<file path="config.mk">
export PLATFORM = sky130hd
export DESIGN_NAME = instr_encode
export DESIGN_NICKNAME = d
export VERILOG_FILES = /design/src/rtl/instr_encode_pkg.sv /design/src/rtl/instr_encode_pack.sv /design/src/rtl/instr_encode.sv
export SDC_FILE = /design/constraint.sdc
export NUM_CORES = 1
export LEC_CHECK = 0
export ABC_CLOCK_PERIOD_IN_PS = 9400
export CELL_PAD_IN_SITES_DETAIL_PLACEMENT = 1
export CELL_PAD_IN_SITES_GLOBAL_PLACEMENT = 2
export CORE_MARGIN = 4
export CORE_UTILIZATION = 38
export CTS_BUF_LIST = sky130_fd_sc_hd__clkbuf_16
export DETAILED_ROUTE_END_ITERATION = 16
export PLACE_DENSITY_LB_ADDON = 0.12
export SLEW_MARGIN = 20
export SYNTH_ARGS = -nofsm -noshare
export SYNTH_HDL_FRONTEND = slang
export SYNTH_SLANG_ARGS = --single-unit
</file>
<file path="constraint.sdc">
create_clock -name clk -period 9.4 [get_ports clk]
set_input_delay 0.94 -clock clk [delete_from_list [all_inputs] [get_ports clk]]
set_output_delay 0.94 -clock clk [all_outputs]
set_load 0.02 [all_outputs]
</file>
<file path="src/rtl/instr_encode_pkg.sv">
// Shared definitions for the RV32I instruction encoder.
// Holds the instruction format codes, the RV32I major opcodes and the field
// bundle passed to the combinational packer.
package instr_encode_pkg;

  // in_fmt codes; 6 and 7 are illegal
  localparam logic [2:0] FMT_R = 3'd0;
  localparam logic [2:0] FMT_I = 3'd1;
  localparam logic [2:0] FMT_S = 3'd2;
  localparam logic [2:0] FMT_B = 3'd3;
  localparam logic [2:0] FMT_U = 3'd4;
  localparam logic [2:0] FMT_J = 3'd5;

  // RV32I major opcodes
  localparam logic [6:0] OP_LOAD  = 7'h03;
  localparam logic [6:0] OP_IMM   = 7'h13;
  localparam logic [6:0] OP_AUIPC = 7'h17;
  localparam logic [6:0] OP_STORE = 7'h23;
  localparam logic [6:0] OP_REG   = 7'h33;
  localparam logic [6:0] OP_LUI   = 7'h37;
  localparam logic [6:0] OP_BR    = 7'h63;
  localparam logic [6:0] OP_JALR  = 7'h67;
  localparam logic [6:0] OP_JAL   = 7'h6F;

  // Field tuple in decoder field order; imm is pre-shifted for B/J.
  typedef struct packed {
    logic [2:0]  fmt;
    logic [6:0]  opcode;
    logic [4:0]  rd;
    logic [4:0]  rs1;
    logic [4:0]  rs2;
    logic [2:0]  funct3;
    logic [6:0]  funct7;
    logic [19:0] imm;
  } enc_fields_t;

  function automatic logic fmt_legal(input logic [2:0] fmt);
    return fmt <= FMT_J;
  endfunction

endpackage

</file>
<file path="src/rtl/instr_encode_pack.sv">
// rv_enc_pack: pure combinational RV32I field -> instruction word packer.
// Ports:
//   fields_i  field tuple (format, opcode, registers, functs, immediate)
//   instr_o   packed 32-bit word; 0 for an illegal format
module rv_enc_pack
  import instr_encode_pkg::*;
(
  input  enc_fields_t fields_i,
  output logic [31:0] instr_o
);

  always_comb begin
    instr_o = '0;
    case (fields_i.fmt)
      FMT_R: instr_o = {fields_i.funct7, fields_i.rs2, fields_i.rs1, fields_i.funct3,
                        fields_i.rd, fields_i.opcode};
      FMT_I: instr_o = {fields_i.imm[11:0], fields_i.rs1, fields_i.funct3, fields_i.rd,
                        fields_i.opcode};
      FMT_S: instr_o = {fields_i.imm[11:5], fields_i.rs2, fields_i.rs1, fields_i.funct3,
                        fields_i.imm[4:0], fields_i.opcode};
      // imm holds branch offset[12:1]
      FMT_B: instr_o = {fields_i.imm[11], fields_i.imm[9:4], fields_i.rs2, fields_i.rs1,
                        fields_i.funct3, fields_i.imm[3:0], fields_i.imm[10], fields_i.opcode};
      FMT_U: instr_o = {fields_i.imm[19:0], fields_i.rd, fields_i.opcode};
      // imm holds jump offset[20:1]
      FMT_J: instr_o = {fields_i.imm[19], fields_i.imm[9:0], fields_i.imm[10],
                        fields_i.imm[18:11], fields_i.rd, fields_i.opcode};
      default: instr_o = '0;
    endcase
  end

endmodule

</file>
<file path="src/rtl/instr_encode.sv">
// instr_encode: RV32I instruction encoder with address stamping and output FIFO.
// Ports:
//   clk, rst            clock, synchronous active-high reset
//   restart             flush FIFO and rewind the address counter to BASE_ADDR
//   in_*                valid/ready field tuple input (in_fmt 6/7 illegal)
//   out_valid/ready     FIFO head handshake; out_instr/out_addr are 0 when empty
//   err_pulse           one cycle after an illegal format was consumed
//   err_seen            sticky illegal-format flag, cleared only by rst
module instr_encode
  import instr_encode_pkg::*;
#(
  parameter int unsigned       DEPTH     = 2,
  parameter int unsigned       ADDR_W    = 32,
  parameter logic [ADDR_W-1:0] BASE_ADDR = '0
) (
  input  logic              clk,
  input  logic              rst,
  input  logic              restart,
  input  logic              in_valid,
  output logic              in_ready,
  input  logic [2:0]        in_fmt,
  input  logic [6:0]        in_opcode,
  input  logic [4:0]        in_rd,
  input  logic [4:0]        in_rs1,
  input  logic [4:0]        in_rs2,
  input  logic [2:0]        in_funct3,
  input  logic [6:0]        in_funct7,
  input  logic [19:0]       in_imm,
  output logic              out_valid,
  input  logic              out_ready,
  output logic [31:0]       out_instr,
  output logic [ADDR_W-1:0] out_addr,
  output logic              err_pulse,
  output logic              err_seen
);

  localparam int unsigned     PtrW    = (DEPTH > 1) ? $clog2(DEPTH) : 1;
  localparam int unsigned     CntW    = $clog2(DEPTH + 1);
  localparam logic [CntW-1:0] CntFull = CntW'(DEPTH);
  localparam logic [PtrW-1:0] PtrLast = PtrW'(DEPTH - 1);

  function automatic logic [PtrW-1:0] ptr_inc(input logic [PtrW-1:0] p);
    return (p == PtrLast) ? '0 : p + 1'b1;
  endfunction

  enc_fields_t fields;
  logic [31:0] enc_word;

  assign fields.fmt    = in_fmt;
  assign fields.opcode = in_opcode;
  assign fields.rd     = in_rd;
  assign fields.rs1    = in_rs1;
  assign fields.rs2    = in_rs2;
  assign fields.funct3 = in_funct3;
  assign fields.funct7 = in_funct7;
  assign fields.imm    = in_imm;

  rv_enc_pack u_pack (
    .fields_i (fields),
    .instr_o  (enc_word)
  );

  logic [31:0]       instr_mem_q [DEPTH];
  logic [31:0]       instr_mem_d [DEPTH];
  logic [ADDR_W-1:0] addr_mem_q  [DEPTH];
  logic [ADDR_W-1:0] addr_mem_d  [DEPTH];
  logic [PtrW-1:0]   wr_ptr_q, wr_ptr_d;
  logic [PtrW-1:0]   rd_ptr_q, rd_ptr_d;
  logic [CntW-1:0]   count_q, count_d;
  logic [ADDR_W-1:0] next_addr_q, next_addr_d;
  logic              err_pulse_q, err_pulse_d;
  logic              err_seen_q, err_seen_d;
  logic              accept, push, pop;

  always_comb begin
    // in_ready depends on registered count only, never on out_ready
    in_ready    = !rst && !restart && (count_q != CntFull);
    accept      = in_valid && in_ready;
    push        = accept && fmt_legal(in_fmt);
    out_valid   = (count_q != '0);
    pop         = out_valid && out_ready;

    instr_mem_d = instr_mem_q;
    addr_mem_d  = addr_mem_q;
    wr_ptr_d    = wr_ptr_q;
    rd_ptr_d    = rd_ptr_q;
    count_d     = count_q;
    next_addr_d = next_addr_q;

    if (restart) begin
      wr_ptr_d    = '0;
      rd_ptr_d    = '0;
      count_d     = '0;
      next_addr_d = BASE_ADDR;
    end else begin
      if (push) begin
        instr_mem_d[wr_ptr_q] = enc_word;
        addr_mem_d[wr_ptr_q]  = next_addr_q;
        wr_ptr_d              = ptr_inc(wr_ptr_q);
        next_addr_d           = next_addr_q + ADDR_W'(4);
      end
      if (pop) begin
        rd_ptr_d = ptr_inc(rd_ptr_q);
      end
      case ({push, pop})
        2'b10:   count_d = count_q + 1'b1;
        2'b01:   count_d = count_q - 1'b1;
        default: count_d = count_q;
      endcase
    end

    // accept is already 0 during restart, so only a pulse registered earlier fires
    err_pulse_d = accept && !fmt_legal(in_fmt);
    err_seen_d  = err_seen_q || err_pulse_d;

    out_instr   = out_valid ? instr_mem_q[rd_ptr_q] : '0;
    out_addr    = out_valid ? addr_mem_q[rd_ptr_q]  : '0;
    err_pulse   = err_pulse_q;
    err_seen    = err_seen_q;
  end

  always_ff @(posedge clk) begin
    if (rst) begin
      wr_ptr_q    <= '0;
      rd_ptr_q    <= '0;
      count_q     <= '0;
      next_addr_q <= BASE_ADDR;
      err_pulse_q <= 1'b0;
      err_seen_q  <= 1'b0;
    end else begin
      wr_ptr_q    <= wr_ptr_d;
      rd_ptr_q    <= rd_ptr_d;
      count_q     <= count_d;
      next_addr_q <= next_addr_d;
      err_pulse_q <= err_pulse_d;
      err_seen_q  <= err_seen_d;
    end
  end

  // Storage needs no reset: entries are only visible behind count_q.
  always_ff @(posedge clk) begin
    instr_mem_q <= instr_mem_d;
    addr_mem_q  <= addr_mem_d;
  end

endmodule
</file>
==> flow_metrics.env <==
export IMPL_rrSetupSlack_ns=6.39
export IMPL_fp_dieW_um=145
export IMPL_ys_ff_latch=160
export IMPL_ys_top_cells_by_count="124 x edfxtp_1, 100 x nor2_1, 75 x mux2i_1"
export IMPL_viasPerCell=5.16
export IMPL_wl_per_cell_um=18.8
export IMPL_fin_ws_ns=5.42
export IMPL_required_ns=9.45
export IMPL_die_area_um2=21100
export IMPL_cp_arrival_ns=4.03
export IMPL_hold_class="reg -> reg"
export IMPL_tightest_slew_ns=0.856
export IMPL_wl_um=17700
export IMPL_vias=4859
export IMPL_htree_levels=4
export IMPL_drt_first_iter_violations=314
export IMPL_die_y_um=145
export IMPL_relSlewSlack=0.428
export IMPL_synth_cells=585
export IMPL_cp_max_fo=36
export IMPL_fin_area_um2=9230
export IMPL_cp_end_kind="flop"
export IMPL_synth_edf_count=124
export IMPL_clock_path_buffers=2
export IMPL_cts_resized=0
export IMPL_leakagePower_nw=2.92
export IMPL_io_buffers=125
export IMPL_postSynthAreaPerCell_um2=12.3
export IMPL_yosysTopAreaCellShare=0.519
export IMPL_post_dp_hpwl_um=12400
export IMPL_area_growth_pct=28.8
export IMPL_synth_top_area_cell="edfxtp_1"
export IMPL_cts_sinks=160
export IMPL_drive_above_1_share=0.0729
export IMPL_cts_root_buf="clkbuf_16"
export IMPL_clkTransAtPathRegs_ns=0.06
export IMPL_clk_latency_ns=0.42
export IMPL_irDropWorstVdd_mv=0.141
export IMPL_firstDrtPassIters=4
export IMPL_gp_congestion=0.805
export IMPL_fin_setup_tns_ns=0
export IMPL_synthXorXnorAreaFrac=0.0330
export IMPL_yosysMostFrequentCell="edfxtp_1"
export IMPL_synthTopCellsByArea="edfxtp_1 52%, mux2i_1 10%, dfxtp_1 10%"
export IMPL_status="complete, no violations"
export IMPL_hold_path_depth=1
export IMPL_cts_tree="done"
export IMPL_synth_compound_gate_area_share=0.0562
export IMPL_grt_overflow_total=0
export IMPL_muxShareOfSynthArea=0.122
export IMPL_grt_start_max_net_pins=64
export IMPL_yosysWarnings=0
export IMPL_antenna_left=0
export IMPL_power_density_nw_per_um2=167
export IMPL_cts_made_buffers=17
export IMPL_ys_flop_type="edfxtp_1"
export IMPL_nFillCells=1867
export IMPL_maxSlewViolCount=0
export IMPL_io_pins=128
export IMPL_drc=0
export IMPL_hold_buffers=0
export IMPL_fin_crit_ns=3.98
export IMPL_final_util=0.505
export IMPL_std_cell_rows=49
export IMPL_grt_use_total=0.170
export IMPL_critical_path_class="in -> reg"
export IMPL_antenna_found_initial=0
export IMPL_synth_cell_type_count=44
export IMPL_async_flop_share=0
export IMPL_reg2reg_depth=5
export IMPL_setup_violations=0
export IMPL_start_kind="primary input"
export IMPL_diodes=0
export IMPL_design_power_total_mw=1.55
export IMPL_max_clock_freq_mhz=251
export IMPL_seq_area_frac_synth=0.620
export IMPL_hold_viol=0
export IMPL_grt_pass1_wl_um=28400
export IMPL_skew_ns=0.00919
export IMPL_grt_setup_unrepaired="no"
export IMPL_nets=762
export IMPL_synth_adder_area_share=0.00349
export IMPL_start_util=0.392
export IMPL_dpl_cell_area_um2=8620
export IMPL_core_um2=18300
export IMPL_synth_top_family_by_area="simple AND/OR/NAND/NOR gates"
export IMPL_grt_pass1_vias=5110
export IMPL_period_share=0.423
export IMPL_pre_cts_ws_ns=4.89
export IMPL_drv_cap=0
export IMPL_synth_area_um2=7170
export IMPL_synthSimpleGateAreaFrac=0.139
export IMPL_cts_setup_buffers=0
placed cells by master, fill, tap and decap left out, types with 7 or more instances in the layout:
| cell | instances |
|---|---|
| xor2_1 | 19 |
| dfxtp_1 | 35 |
| o21ai_0 | 16 |
| nand2_1 | 19 |
| nand4_1 | 16 |
| and2_1 | 14 |
| o2bb2ai_1 | 8 |
| clkbuf_16 | 17 |
| xnor2_1 | 8 |
| a21oi_1 | 19 |
| mux2i_1 | 75 |
| or3_1 | 7 |
| clkdlybuf4s50_1 | 125 |
| edfxtp_1 | 124 |
| nand3_1 | 16 |
| inv_1 | 7 |
| nor2_1 | 98 |
flip-flops by register name, summed over array words and instances (netlist names):
name and count:
rd_ptr_q 1, addr_mem_q 60, count_q 2, next_addr_q 30
wr_ptr_q 1, err_seen 1, err_pulse 1, instr_mem_q 64
critical path, cell delays in order:
cell and delay, ns:
clkdlybuf4s50_1 0.73, and2_1 0.37, nor4b_4 0.54, inv_1 0.19
nor2_4 0.64, buf_4 0.58
report_power, final:
group / internal [mW] / switching, mW / leakage, nW / total (mW)
registers: 0.766 / 0.00208 / 1.42 / 0.768
clock network: 0.395 / 0.281 / 0.289 / 0.676
logic: 0.0482 / 0.0534 / 1.21 / 0.102
total: 1.21 / 0.336 / 2.92 / 1.55
layout make-up:
| type | count | area [um^2] | share of cell area |
|---|---|---|---|
| clock buffers | 17 | 425 | 0.0461 |
| clock inverters | 15 | 161 | 0.0175 |
| inverters | 7 | 26.3 | 0.00285 |
| multi-input cells | 382 | 2560 | 0.278 |
| flip-flops and latches | 160 | 4450 | 0.482 |
| well taps | 229 | 287 | 0.0310 |
| repair buffers | 132 | 1320 | 0.143 |
worst paths after layout:
kind               from              end
min            err_seen         err_seen
max reg2reg  count_q[0]  instr_mem_q[60]
min reg2reg    err_seen         err_seen
max           in_fmt[1]  instr_mem_q[60]
through the flow:
| step | hold slack [ns] | std cells |
|---|---|---|
| after floorplan | 0.434 | 586 |
| after global placement | 0.441 | 909 |
| after detailed placement | 0.455 | 909 |
| after CTS | 0.470 | 941 |
| after global routing | 0.494 | 942 |
| final | 0.466 | 942 |
routing by layer:
| metal | wire (um) | part of all wire | global-route usage | vias up |
|---|---|---|---|---|
| met1 | 8230 | 0.46 | 0.233 | 2385 |
| li1 | - | - | - | 2375 |
| met4 | 138 | 0.0078 | 0.0470 | 0 |
| met5 | 0 | 0 | 0 | - |
| met3 | 671 | 0.038 | 0.0343 | 10 |
| met2 | 8670 | 0.49 | 0.277 | 89 |
logic make-up after synthesis:
kind of cell | count (synthesis)
other cells | 1
fa+ha+maj | 2
mux | 83
flops | 160
compound gates | 64
xor+xnor | 27
buf+inv | 44
simple gates | 204
(Power assumes the default switching activity.)
